<file path="config.mk">
export PLATFORM = sky130hd
export DESIGN_NAME = multicycle_seq
export DESIGN_NICKNAME = d
export VERILOG_FILES = /design/src/rtl/multicycle_seq.sv
export SDC_FILE = /design/constraint.sdc
export NUM_CORES = 1
export LEC_CHECK = 0
export BUFFER_PORTS_ARGS = -buffer_cell sky130_fd_sc_hd__buf_2
export CORE_ASPECT_RATIO = 1.4
export CORE_MARGIN = 2
export CORE_UTILIZATION = 56
export DETAILED_ROUTE_END_ITERATION = 10
export PLACE_DENSITY = 0.92
export SKIP_CTS_REPAIR_TIMING = 1
export SLEW_MARGIN = 0
export SYNTH_ARGS = -nofsm -noshare
export SYNTH_HDL_FRONTEND = slang
export SYNTH_SLANG_ARGS = --single-unit
</file>
<file path="constraint.sdc">
create_clock -name clk -period 3.7 [get_ports clk]
set_input_delay 0 -clock clk [delete_from_list [all_inputs] [get_ports clk]]
set_output_delay 0 -clock clk [all_outputs]
set_load 0.05 [all_outputs]
</file>
<file path="src/rtl/multicycle_seq.sv">
`default_nettype none
// ============================================================================
// Module   : multicycle_seq
// Purpose  : Control sequencer for a multicycle RV32I-subset datapath.
//            Walks each instruction through FETCH / DECODE / EXEC / MEM / WB.
//            In each cycle it raises the register load enables, the
//            register-file write enable and the memory request/handshake.
//            It also keeps a retired-instruction counter and latches error
//            status (illegal opcode, memory timeout) in a sticky HALT state.
// Ports    :
//   clk          in   single clock, rising edge
//   rst          in   asynchronous, active-low reset
//   run          in   1 = keep executing (sampled at instruction boundaries)
//   opcode[6:0]  in   IR[6:0]; stable from DECODE onward
//   branch_taken in   branch compare result, used in EXEC of a BRANCH
//   mem_ready    in   memory completes the current request this cycle
//   pc_load, ir_load, ab_load, alu_load, mdr_load  out  register loads
//   pc_src       out  0 = PC+4, 1 = ALUOut
//   addr_sel     out  0 = PC, 1 = ALUOut
//   wb_sel[1:0]  out  0 = ALUOut, 1 = MDR, 2 = link (PC)
//   rf_we        out  register-file write enable
//   mem_req      out  memory request
//   mem_we       out  memory write
//   state[2:0]   out  current state (IDLE=0 .. HALT=6)
//   instret      out  retired-instruction count (wraps)
//   err[1:0]     out  0 = none, 1 = illegal opcode, 2 = memory timeout
// Revision : 1.0  initial release
// ============================================================================
module multicycle_seq #(
  parameter int TIMEOUT = 16,  // max wait cycles per memory request, 0 = off
  parameter int WAIT_W  = 8,   // wait counter width, 2**WAIT_W > TIMEOUT
  parameter int CNT_W   = 32   // instret width
) (
  input  logic             clk,
  input  logic             rst,
  input  logic             run,
  input  logic [6:0]       opcode,
  input  logic             branch_taken,
  input  logic             mem_ready,
  output logic             pc_load,
  output logic             ir_load,
  output logic             ab_load,
  output logic             alu_load,
  output logic             mdr_load,
  output logic             pc_src,
  output logic             addr_sel,
  output logic [1:0]       wb_sel,
  output logic             rf_we,
  output logic             mem_req,
  output logic             mem_we,
  output logic [2:0]       state,
  output logic [CNT_W-1:0] instret,
  output logic [1:0]       err
);

  // --------------------------------------------------------------------------
  // Constants
  // --------------------------------------------------------------------------
  localparam logic [6:0] c_OP_R      = 7'b0110011;
  localparam logic [6:0] c_OP_I      = 7'b0010011;
  localparam logic [6:0] c_OP_LOAD   = 7'b0000011;
  localparam logic [6:0] c_OP_STORE  = 7'b0100011;
  localparam logic [6:0] c_OP_BRANCH = 7'b1100011;
  localparam logic [6:0] c_OP_JAL    = 7'b1101111;

  localparam logic [1:0] c_WB_ALU  = 2'd0;
  localparam logic [1:0] c_WB_MDR  = 2'd1;
  localparam logic [1:0] c_WB_LINK = 2'd2;

  localparam logic [1:0] c_ERR_ILLEGAL = 2'd1;
  localparam logic [1:0] c_ERR_TIMEOUT = 2'd2;

  // Last wait count that is still tolerated; the next not-ready cycle halts.
  localparam int                c_WAIT_LAST_I = (TIMEOUT == 0) ? 0 : TIMEOUT - 1;
  localparam logic [WAIT_W-1:0] c_WAIT_LAST   = WAIT_W'(c_WAIT_LAST_I);
  localparam bit                c_TIMEOUT_EN  = (TIMEOUT != 0);

  typedef enum logic [2:0] {
    S_IDLE   = 3'd0,
    S_FETCH  = 3'd1,
    S_DECODE = 3'd2,
    S_EXEC   = 3'd3,
    S_MEM    = 3'd4,
    S_WB     = 3'd5,
    S_HALT   = 3'd6
  } state_t;

  // --------------------------------------------------------------------------
  // Registers and wires
  // --------------------------------------------------------------------------
  state_t              r_state;
  logic [WAIT_W-1:0]   r_wait_cnt;
  logic [CNT_W-1:0]    r_instret;
  logic [1:0]          r_err;

  state_t              w_next;
  state_t              w_after;      // where to go once an instruction retires
  logic                w_retire;
  logic                w_wait_inc;   // stay in FETCH/MEM and count one wait
  logic                w_set_illegal;
  logic                w_set_timeout;
  logic                w_wait_expired;

  logic                w_is_r_i;
  logic                w_is_load;
  logic                w_is_store;
  logic                w_is_branch;
  logic                w_is_jal;
  logic                w_legal;

  // --------------------------------------------------------------------------
  // Opcode decode. IR holds the opcode steady from DECODE onward, so the
  // class can be decoded live in every later state instead of being latched.
  // --------------------------------------------------------------------------
  assign w_is_r_i    = (opcode == c_OP_R) || (opcode == c_OP_I);
  assign w_is_load   = (opcode == c_OP_LOAD);
  assign w_is_store  = (opcode == c_OP_STORE);
  assign w_is_branch = (opcode == c_OP_BRANCH);
  assign w_is_jal    = (opcode == c_OP_JAL);
  assign w_legal     = w_is_r_i || w_is_load || w_is_store ||
                       w_is_branch || w_is_jal;

  assign w_after        = run ? S_FETCH : S_IDLE;
  assign w_wait_expired = c_TIMEOUT_EN && (r_wait_cnt == c_WAIT_LAST);

  // --------------------------------------------------------------------------
  // Next-state and output logic. All outputs default to 0 so that IDLE (and
  // therefore reset) drives every enable low combinationally.
  // --------------------------------------------------------------------------
  always_comb begin
    pc_load       = 1'b0;
    ir_load       = 1'b0;
    ab_load       = 1'b0;
    alu_load      = 1'b0;
    mdr_load      = 1'b0;
    pc_src        = 1'b0;
    addr_sel      = 1'b0;
    wb_sel        = c_WB_ALU;
    rf_we         = 1'b0;
    mem_req       = 1'b0;
    mem_we        = 1'b0;
    w_next        = r_state;
    w_retire      = 1'b0;
    w_wait_inc    = 1'b0;
    w_set_illegal = 1'b0;
    w_set_timeout = 1'b0;

    case (r_state)
      S_IDLE: begin
        if (run) begin
          w_next = S_FETCH;
        end
      end

      S_FETCH: begin
        mem_req = 1'b1;
        // mem_ready wins over an expiring wait count in the same cycle.
        if (mem_ready) begin
          ir_load = 1'b1;
          pc_load = 1'b1;
          w_next  = S_DECODE;
        end else if (w_wait_expired) begin
          w_set_timeout = 1'b1;
          w_next        = S_HALT;
        end else begin
          w_wait_inc = 1'b1;
        end
      end

      S_DECODE: begin
        ab_load = 1'b1;
        if (w_legal) begin
          w_next = S_EXEC;
        end else begin
          w_set_illegal = 1'b1;
          w_next        = S_HALT;
        end
      end

      S_EXEC: begin
        alu_load = 1'b1;
        if (w_is_load || w_is_store) begin
          w_next = S_MEM;
        end else if (w_is_branch) begin
          // Branch resolves here: the target is already in ALUOut.
          if (branch_taken) begin
            pc_load = 1'b1;
            pc_src  = 1'b1;
          end
          w_retire = 1'b1;
          w_next   = w_after;
        end else if (w_is_r_i || w_is_jal) begin
          w_next = S_WB;
        end else begin
          // Unreachable while IR holds a decoded-legal opcode.
          w_set_illegal = 1'b1;
          w_next        = S_HALT;
        end
      end

      S_MEM: begin
        mem_req  = 1'b1;
        addr_sel = 1'b1;
        mem_we   = w_is_store;
        if (mem_ready) begin
          if (w_is_store) begin
            w_retire = 1'b1;
            w_next   = w_after;
          end else begin
            mdr_load = 1'b1;
            w_next   = S_WB;
          end
        end else if (w_wait_expired) begin
          w_set_timeout = 1'b1;
          w_next        = S_HALT;
        end else begin
          w_wait_inc = 1'b1;
        end
      end

      S_WB: begin
        rf_we    = 1'b1;
        w_retire = 1'b1;
        w_next   = w_after;
        if (w_is_load) begin
          wb_sel = c_WB_MDR;
        end else if (w_is_jal) begin
          wb_sel  = c_WB_LINK;
          pc_load = 1'b1;
          pc_src  = 1'b1;
        end
      end

      S_HALT: begin
        w_next = S_HALT;
      end

      default: begin
        w_next = S_IDLE;
      end
    endcase
  end

  // --------------------------------------------------------------------------
  // State register, wait counter, retired count and sticky error.
  // The wait counter only survives while sitting in FETCH/MEM without
  // mem_ready; any other transition (including entry to FETCH/MEM) clears it.
  // --------------------------------------------------------------------------
  always_ff @(posedge clk or negedge rst) begin
    if (!rst) begin
      r_state    <= S_IDLE;
      r_wait_cnt <= '0;
      r_instret  <= '0;
      r_err      <= 2'd0;
    end else begin
      r_state <= w_next;

      if (w_wait_inc) begin
        r_wait_cnt <= r_wait_cnt + WAIT_W'(1);
      end else begin
        r_wait_cnt <= '0;
      end

      if (w_retire) begin
        r_instret <= r_instret + CNT_W'(1);
      end

      if (w_set_illegal) begin
        r_err <= c_ERR_ILLEGAL;
      end else if (w_set_timeout) begin
        r_err <= c_ERR_TIMEOUT;
      end
    end
  end

  assign state   = r_state;
  assign instret = r_instret;
  assign err     = r_err;

endmodule
`default_nettype wire

</file>
-- Yosys cells after proc, flatten, opt, wreduce, memory -nomap -nowiden
Index checks and enable logic that the tools add are counted.
- bits of input ports: 12
- output and inout bits: 49
- register bits: 45
- logic and storage cells: 81
- $add $sub $neg: 2
- reduce and logical (&&, ||, !) cells: 10
- eq/ne operators: 14
- muxes and demuxes: 51
- operators by type and width (kind ; number):
    32-bit by 1-bit adder with 32-bit output, second input constant ; 1
    1-bit 2-to-1 mux ; 31
    3-bit 2-to-1 mux ; 8
    3-bit case mux with 7 select lines ; 1
    7-bit by 6-bit == test with 1-bit output, second input constant ; 2
    7-bit == test, second input constant ; 2
    2-bit 2-to-1 mux ; 6
    3-bit == test, second input constant ; 3
    8-bit by 1-bit adder with 8-bit output, second input constant ; 1
    8-bit by 4-bit == test with 1-bit output, second input constant ; 1
    8-bit 2-to-1 mux ; 1
    7-bit by 2-bit == test with 1-bit output, second input constant ; 1
    7-bit by 5-bit == test with 1-bit output, second input constant ; 1
    1-bit logical OR ; 7
    3-bit by 2-bit == test with 1-bit output, second input constant ; 2
    1-bit case mux with 3 select lines ; 2
    1-bit case mux with 2 select lines ; 2
    3-bit by 1-bit == test with 1-bit output, second input constant ; 1
    3-bit logical NOT ; 1
    2-bit inequality test, second input constant ; 1
    2-bit nonzero test ; 1
    2-bit OR reduction ; 1

-- Logic depth before layout (Yosys ltp)
Gate-level depths: netlist of the first run.
- depth in word-level cells: 9
- mapped depth: 7
- depth with buffers taken out: 6

-- Least setup slack after synthesis of the first run
Ideal clock, no wire load.
- path kind: reg2out
- start: register r_state[2] (netlist: state[2])
- end: output port pc_load
- data arrival time: 2.684 ns
- cell stages (with the launch flop): 6
- slack: 1.016 ns
- path buffers: 1
- required time: 3.700 ns
- path through: dfrtp_1 buf_2 nand3b_1 or3_1 a21oi_1 or2_2
- longest elaborated chain between the ends: 2
- elaborated cells on any way between the ends: 4
- those cells by class: eq/ne (3); mux (1)
- RTL lines (element ; line ; source):
    start, declared ; 91 ; state_t r_state;
    start signal, assigned ; 256 ; r_state <= w_next;
    3-bit == test (tied with other cells) ; 148 ; case (r_state)
    1-bit case mux with 3 select lines * ; 148 ;
    end, declared ; 40 ; output logic pc_load,
Every way passes the cells marked *; elsewhere a longest branch is shown, timed or not.

-- Worst setup path in the final report of the first run
- start: register r_state[1] (netlist: state[1])
- end: register r_instret[24] (netlist: instret[24])
- longest elaborated chain between the ends: 2
- elaborated cells on any way between the ends: 4
- those cells by class: eq/ne (3); mux (1)
- RTL lines (element ; line ; source):
    3-bit == test / 3-bit by 2-bit == test with 1-bit output (equally long branches) ; 148 ;
    1-bit case mux with 3 select lines * ; 148 ;
    end signal, assigned ; 265 ; r_instret <= r_instret + CNT_W'(1);
    end, declared ; 93 ; logic [CNT_W-1:0] r_instret;
Marks and branches as above.
A chain may end at the register's enable or synchronous reset.

==> flow_summary.yaml, run 1 <==
status:
  status: "complete, but fails checks"
  violations: "DRC"
worst_hold_path:
  min_path_type: "primary input to register"
  worstHoldStart: "mem_ready"
cts:
  cts_root_buffer: "clkbuf_8"
  path_clk_slew_ns: 0.08
  htreeDepth: 2
  clkLatencyLatePin_ns: 0.30
  clock_path_buffers: 2
  cts.sinks: 45
  cts_buffers: 5
  tritoncts: "done"
setup_path:
  path_max_fanout: 15
  cp-startpoint: "state[1]"
  rrSetupSlack_ns: 1.54
  arrival_ns: 2.38
  startpoint_type: "register"
  timing.rr.end: "instret[24]"
  crit_type: "register to register"
  worstPathRequired_ns: 3.92
  endpoint: "instret[24]"
  critPathCaptureType: "register"
  reg2regPathDepth: 5
  r2r_start: "state[1]"
die:
  dieArea_um2: 4720
  rows: 27
  io_pins: 61
  initial_utilization_pct: 58.7
  die_w_um: 58.6
  die_h_um: 80.5
  design.core.area_um2: 3990
yosys:
  yosysWarnings: 0
  avgSynthCellArea_um2: 9.70
  yosysUniqueCellTypes: 44
  synth_area_leaders: "dfrtp_1, xnor2_1, xor2_1"
  yosys.area.top_type: "dfrtp_1"
  synth_fp_nets: 255
  yosys_register_bits: 45
  synth_top_cell_area_share_pct: 48.2
  synthCells: 241
  ys_seq_area_share_pct: 48.2
  netlist_area_um2: 2340
timing:
  finalSetupViolCount: 0
  setup_tns_ns: 0
  setup_ws_ns: 1.54
  worst_clock_skew_ns: 0.00660
  relSlewSlack_pct: 36.2
  rsz0062_at_grt: "false"
  worst_pin_slew_ns: 0.957
  finalHoldViolCount: 0
  finalCritPeriodShare_pct: 58.4
  fin_crit_ns: 2.16
  slew_viol_final: 0
  timing.fmax_mhz: 463
detailed_routing:
  first_iter_violations: 75
  routed-via-count: 1941
  wirelength_um: 4990
  viasPerCell: 5.61
  ant_nets: 0
  drcViolationCount: 6
  wl_per_cell_um: 14.4
  drtPass1Iterations: 10
grt:
  met1_usage_pct: 27.7
  met2_usage_pct: 40.0
  grt_pass1_wl_um: 8380
  grt_pass1_vias: 1884
  globalRouteTotalUtil_pct: 23.4
  antenna_found_initial: 0
  met3_usage_pct: 6.60
  grt_start_max_net_pins: 46
  gr-total-overflow: 0
  top_usage_layer: "met2"
placed_design:
  io_buffers: 60
  dp.final_hpwl_um: 3740
  place_congestion: 0.837
  post-place-ws_ns: 1.56
pwr:
  p_total_mw: 1.51
  irDropWorstVdd_mv: 0.564
  power.leakage_nw: 1.40
  power_density_nw_per_um2: 541
final_layout:
  drive_above_1_share_pct: 25.1
  diodes: 0
  area_delta_synth_final_pct: 19.1
  nNetsFinal: 316
flow_run:
  drv_cap: 0
## flip-flops by register name, indices dropped and copies added, names as in the netlist
signal,flops
instret,32
r_wait_cnt,8
state,3
err,2
## layer usage
layer	up-vias	share of wire, %
li1	955	-
met1	938	41
met2	42	51
met3	6	5.3
met4	0	1.9
met5	-	0
## worst max-delay path, cell delays in order, from the launching register on
cell	delay, ns
dfrtp_1	0.52
nand4bb_1	0.32
o211ai_1	0.32
nand4_1	0.38
nor3_1	0.34
xor2_1	0.19
## area by class of cell
| cell class | instances | area (µm²) |
|---|---|---|
| clock inverters | 2 | 37.5 |
| fillers | 301 | 1200 |
| clock buffers | 6 | 82.6 |
| well taps | 43 | 53.8 |
| multi-input cells | 175 | 1120 |
| inverters | 14 | 52.6 |
| flip-flops and latches | 45 | 1130 |
| repair buffers | 61 | 310 |
## worst min-delay path by stage
stage / endpoint / slack, ns / cells past startpoint
5_1_grt: r_wait_cnt[2] / 0.12 / 3
2_1_floorplan: err[0] / -0.30 / 0
3_5_place_dp: instret[30] / 0.21 / 1
4_1_cts: instret[1] / -0.12 / 1
6_report: r_wait_cnt[2] / 0.09 / 3
3_3_place_gp: instret[31] / 0.20 / 1
## synthesized netlist by cell type
master	n
nand4_1	10
nor2_1	24
xor2_1	15
o21ai_0	2
o32ai_1	1
nor4_1	5
buf_2	3
and3_1	5
dfrtp_1	45
nand3_1	9
nor4b_1	1
nand4b_1	1
o21ai_1	1
o2bb2ai_1	1
a31oi_1	1
and2_1	3
nor3_1	15
a22oi_1	2
a211oi_1	1
or2_2	3
and4_1	1
clkbuf_1	3
o21a_1	1
a21boi_0	2
or4_1	1
nand2b_1	4
nand4bb_1	2
or4_4	1
nand3b_1	3
ha_1	2
nand2_1	18
nor3_2	1
nand3_2	1
o21bai_1	3
a21oi_1	5
xnor2_1	21
buf_6	1
o211ai_1	1
inv_1	14
mux2_2	1
a211o_1	1
nand4_2	1
or3_1	4
a221o_1	1
## logic make-up after synthesis
| logic type | share of synthesized area [%] |
|---|---|
| simple gates | 26.2 |
| flops | 48.2 |
| xor+xnor | 13.5 |
| compound gates | 6.74 |
| buf+inv | 3.85 |
| fa+ha+maj | 1.07 |
| mux | 0.482 |
## cell usage in the layout, fill, tap and decap left out, types with 9 or more instances in the layout
cell / netlist / routed
buf_2: 3 / 60
dfrtp_1: 45 / 45
nor2_1: 24 / 24
xnor2_1: 21 / 21
nand2_1: 18 / 18
nor3_1: 15 / 15
xor2_1: 15 / 15
inv_1: 14 / 14
nand4_1: 10 / 10
nand3_1: 9 / 9
## power breakdown
| group | internal (mW) | switching, mW |
|---|---|---|
| combinational | 0.143 | 0.377 |
| sequential | 0.527 | 0.0790 |
| clock | 0.219 | 0.162 |
## through the flow
| stage | cells | hold slack [ns] | instance area [µm²] | util, % |
|---|---|---|---|---|
| 2_1_floorplan | 241 | -0.296 | 2340 | - |
| 3_3_place_gp | 337 | 0.205 | 2660 | 66.6 |
| 3_5_place_dp | 337 | 0.213 | 2660 | 66.6 |
| 4_1_cts | 345 | -0.116 | 2780 | 69.6 |
| 5_1_grt | 346 | 0.118 | 2790 | 69.9 |
| 6_report | 346 | 0.0935 | 2790 | 69.9 |
No activity file was read; power rests on OpenSTA's default activity.
==> run 2, diff against run 1 <==
Settings changed: CORE_UTILIZATION 56 to 52, PLACE_DENSITY 0.92 to 0.87.
Clock period 3.7 ns to 2.05 ns, I/O delays scaled along.
==> flow_summary.yaml, run 2 (same netlist as run 1, synthesis figures left out) <==
final_layout:
  area_delta_synth_final_pct: 24.8
  largest_reg_flops: 32
  fillers: 341
  final_area_um2: 2920
  drive_above_1_share_pct: 32.6
  mostFrequentLayoutCells: "buf_2, dfrtp_1, nor2_1"
  final_common_cell: "buf_2"
  diodes: 0
  nNetsFinal: 326
setup_path:
  rrSetupSlack_ns: 0.09
  slowest_delay_ns: 0.48
  r2r_start: "instret[5]"
  endpoint: "instret[29]"
  reg2regPathDepth: 6
  timing.rr.end: "instret[29]"
  startpoint_type: "register"
  crit_type: "register to register"
  critPathCaptureType: "register"
  cp_cell_sequence: "nand4_1 > nor4_1 > nand4_2 > buf_4 > nor4_1 > xnor2_1"
  cp_common_cell: "nor4_1"
  cp-startpoint: "instret[5]"
  cpLargestDelayFamily: "simple AND/OR/NAND/NOR gates"
  critPathSlowestCell: "nor4_1"
  crit_cells: 6
  worstPathRequired_ns: 2.28
  path_max_fanout: 9
  crit_buf_inv: 1
  arrival_ns: 2.19
grt:
  globalRouteTotalUtil_pct: 20.7
  grt_start_max_net_pins: 34
  grt_pass1_vias: 1996
  antenna_found_initial: 0
  grt_pass1_wl_um: 8220
  gr-total-overflow: 0
cts:
  tritoncts: "done"
  path_clk_slew_ns: 0.08
  cts_buffers: 5
  htreeDepth: 2
  clock_path_buffers: 2
  clkLatencyLatePin_ns: 0.30
  cts.sinks: 45
  cts_root_buffer: "clkbuf_8"
placed_design:
  dp.final_hpwl_um: 3850
  placed_area_um2: 2770
  place_congestion: 0.850
  io_buffers: 60
timing:
  worst_clock_skew_ns: 0.00773
  fin_crit_ns: 1.96
  finalSetupViolCount: 0
  finalHoldViolCount: 0
  finalCritPeriodShare_pct: 95.7
  worst_pin_slew_ns: 0.696
  slew_viol_final: 0
  timing.fmax_mhz: 510
  relSlewSlack_pct: 53.6
  holdWs_ns: 0.102
  setup_tns_ns: 0
detailed_routing:
  ant_nets: 0
  wl_per_cell_um: 13.3
  drcViolationCount: 0
  routed-via-count: 2039
  wirelength_um: 4950
  viasPerCell: 5.47
  first_iter_violations: 109
  drtPass1Iterations: 4
die:
  io_pins: 61
  design.core.area_um2: 4270
  dieArea_um2: 5060
  initial_utilization_pct: 54.7
  die_h_um: 83.3
  rows: 28
  die_w_um: 60.7
pwr:
  power.leakage_nw: 1.43
  power_density_nw_per_um2: 959
  p_total_mw: 2.80
  irDropWorstVdd_mv: 0.988
worst_hold_path:
  min_path_type: "primary input to register"
  hold_depth: 3
flow_run:
  drv_cap: 0
status:
  status: "finished clean"
run 2: cell types whose count changed in the layout (fill, tap and decap cells not counted), sizes merged:
| cell | before | now |
|---|---|---|
| buf | 60 | 69 |
| clkbuf | 6 | 7 |
run 2: per-layer routing:
layer	track usage, %	wire length, µm	vias to the layer above	part of all wire, %
met5	0	0	-	0
met3	5.92	270	12	5.5
met4	8.89	96	0	1.9
li1	-	-	980	-
met2	35.8	2690	67	54
met1	22.5	1890	980	38
run 2: where the power goes:
part	total, mW	switching (mW)	internal, mW
combinational	1.09	0.775	0.315
clock	0.680	0.284	0.396
sequential	1.03	0.0711	0.959
total	2.80	1.13	1.67
run 2: area by class of cell:
type                    count  area, µm²  area share, %
inverters                  14       52.6           1.80
well taps                  60       75.1           2.57
multi-input cells         175       1140           39.2
repair buffers             71        388           13.3
clock inverters             2       37.5           1.29
clock buffers               6       82.6           2.83
flip-flops and latches     45       1140           39.0
run 2: worst min-delay path, stage by stage:
cell and delay (ns):
buf_2 0.12, a211o_1 0.17, nor2_1 0.06
run 2: how the worst min path moves through the flow:
stage / start / endpoint / slack, ns
final: mem_ready / r_wait_cnt[2] / 0.10
after global routing: mem_ready / r_wait_cnt[2] / 0.13
after CTS: rst / instret[24] / -0.24
after detailed placement: rst / instret[24] / 0.09
after global placement: rst / instret[23] / 0.09
after floorplan: rst / err[0] / -0.30
run 2: through the flow:
stage,setup slack [ns],cells,util [%]
6_report,0.0878,373,68.3
5_1_grt,-0.0491,373,68.3
4_1_cts,0.0731,371,67.7
3_5_place_dp,0.102,363,64.9
3_3_place_gp,0.172,363,64.9
2_1_floorplan,-0.196,241,-
==> run 3, diff against run 2 <==
==> constraint.sdc (replaced) <==
create_clock -name clk -period 2.05 [get_ports clk]
set_input_delay 0.205 -clock clk [delete_from_list [all_inputs] [get_ports clk]]
set_output_delay 0.205 -clock clk [all_outputs]
set_load 0.05 [all_outputs]
==> flow_summary.yaml, run 3 (same netlist as run 1, synthesis figures left out) <==
timing:
  holdWs_ns: 0.328
  worst_pin_slew_ns: 0.470
  relSlewSlack_pct: 68.7
  setup_ws_ns: 0.0773
  rsz0062_at_grt: "true"
  slew_viol_final: 0
  finalCritPeriodShare_pct: 96.2
  timing.fmax_mhz: 507
  finalSetupViolCount: 0
  worst_clock_skew_ns: 0.0107
  fin_crit_ns: 1.97
  finalHoldViolCount: 0
die:
  die_w_um: 60.7
  initial_utilization_pct: 54.7
  design.core.area_um2: 4270
  dieArea_um2: 5060
  io_pins: 61
  die_h_um: 83.3
  rows: 28
setup_path:
  cp_cell_sequence: "nand3b_1 > or3_4 > a21oi_4 > or2_2 > buf_8"
  critPathCaptureType: "output pin"
  r2r_start: "state[0]"
  reg2regPathDepth: 6
  arrival_ns: 1.77
  critPathSlowestCell: "or3_4"
  timing.rr.end: "instret[11]"
  worstPathRequired_ns: 1.85
  rrSetupSlack_ns: 0.14
  crit_type: "register to output pin"
  startpoint_type: "register"
  path_max_fanout: 5
  slowest_delay_ns: 0.43
pwr:
  power_density_nw_per_um2: 927
  irDropWorstVdd_mv: 0.735
  power.leakage_nw: 1.43
  p_total_mw: 2.72
detailed_routing:
  first_iter_violations: 103
  wirelength_um: 5070
  drtPass1Iterations: 4
  wl_per_cell_um: 13.5
  routed-via-count: 2004
  ant_nets: 0
  viasPerCell: 5.34
  drcViolationCount: 0
placed_design:
  dp.final_hpwl_um: 3900
  dp.cells: 362
  io_buffers: 60
  placed_area_um2: 2780
  post-place-ws_ns: 0.0923
  place_congestion: 0.893
grt:
  grt_pass1_vias: 1934
  globalRouteTotalUtil_pct: 21.0
  gr-total-overflow: 0
  antenna_found_initial: 0
  grt_start_max_net_pins: 23
  grt_pass1_wl_um: 8490
cts:
  clkLatencyLatePin_ns: 0.29
  tritoncts: "done"
  cts_root_buffer: "clkbuf_8"
  cts_buffers: 5
  clock_path_buffers: 2
  cts.sinks: 45
  htreeDepth: 2
  path_clk_slew_ns: 0.08
final_layout:
  diodes: 0
  largest_reg_flops: 32
  area_delta_synth_final_pct: 25.5
  mostFrequentLayoutCells: "buf_2, dfrtp_1, nor2_1, xnor2_1, nand2_1"
  final_area_um2: 2930
  final_cells: 375
  nNetsFinal: 328
  fillers: 359
  drive_above_1_share_pct: 34.3
  final_common_cell: "buf_2"
worst_hold_path:
  worstHoldStart: "mem_ready"
  hold_depth: 3
  min_path_type: "primary input to register"
  holdPathEnd: "r_wait_cnt[6]"
flow_run:
  drv_cap: 0
status:
  status: "finished clean"
[run 3: cell types whose count changed in the layout (fill, tap and decap cells not counted), sizes merged]
| cell | delta |
|---|---|
| buf | +3 |
| clkinv | +1 |
| bufinv | -1 |
| inv | +1 |
| clkbuf | -2 |
[run 3: metrics by stage]
| step | setup TNS, ns | utilization, % |
|---|---|---|
| floorplan | -0.446 | - |
| finish | 0 | 68.6 |
| detailed placement | 0 | 64.9 |
| global placement | 0 | 64.9 |
| CTS | -0.252 | 67.1 |
| global route | -0.0134 | 68.6 |
[run 3: worst max-delay path by stage]
stage / from / to / slack, ns / cells after the start
CTS: state[2] / pc_load / -0.15 / 5
global placement: instret[5] / instret[29] / 0.14 / 5
finish: state[1] / pc_load / 0.08 / 5
detailed placement: instret[5] / instret[29] / 0.09 / 5
global route: state[1] / pc_load / -0.007 / 5
floorplan: state[2] / pc_load / -0.22 / 5
[run 3: cell type report]
class	instances	area (µm²)	share of cell area, %
Multi-Input combinational cell	175	1160	39.6
Sequential cell	45	1140	38.9
Timing Repair Buffer	73	410	14.0
Tap cell	60	75.1	2.56
Clock buffer	5	68.8	2.35
Inverter	14	52.6	1.79
Clock inverter	3	25.0	0.853
[run 3: where the power goes]
part           internal (mW)  switching, mW
clock network          0.246          0.313
logic                  0.338          0.770
registers              0.961         0.0934
total                   1.54           1.18
[run 3: critical path: cells and delay by family (launching register included)]
family | cells | cell delay [ns]
buf+inv | 1 | 0.14
simple gates | 3 | 0.82
flops | 1 | 0.41
compound gates | 1 | 0.12
[run 3: layer usage]
| metal | global-route usage (%) | up-vias | part of all wire [%] |
|---|---|---|---|
| li1 | - | 978 | - |
| met1 | 25.8 | 972 | 42 |
| met2 | 36.0 | 45 | 53 |
| met3 | 3.89 | 9 | 3.8 |
| met4 | 6.72 | 0 | 1.3 |
| met5 | 0 | - | 0 |
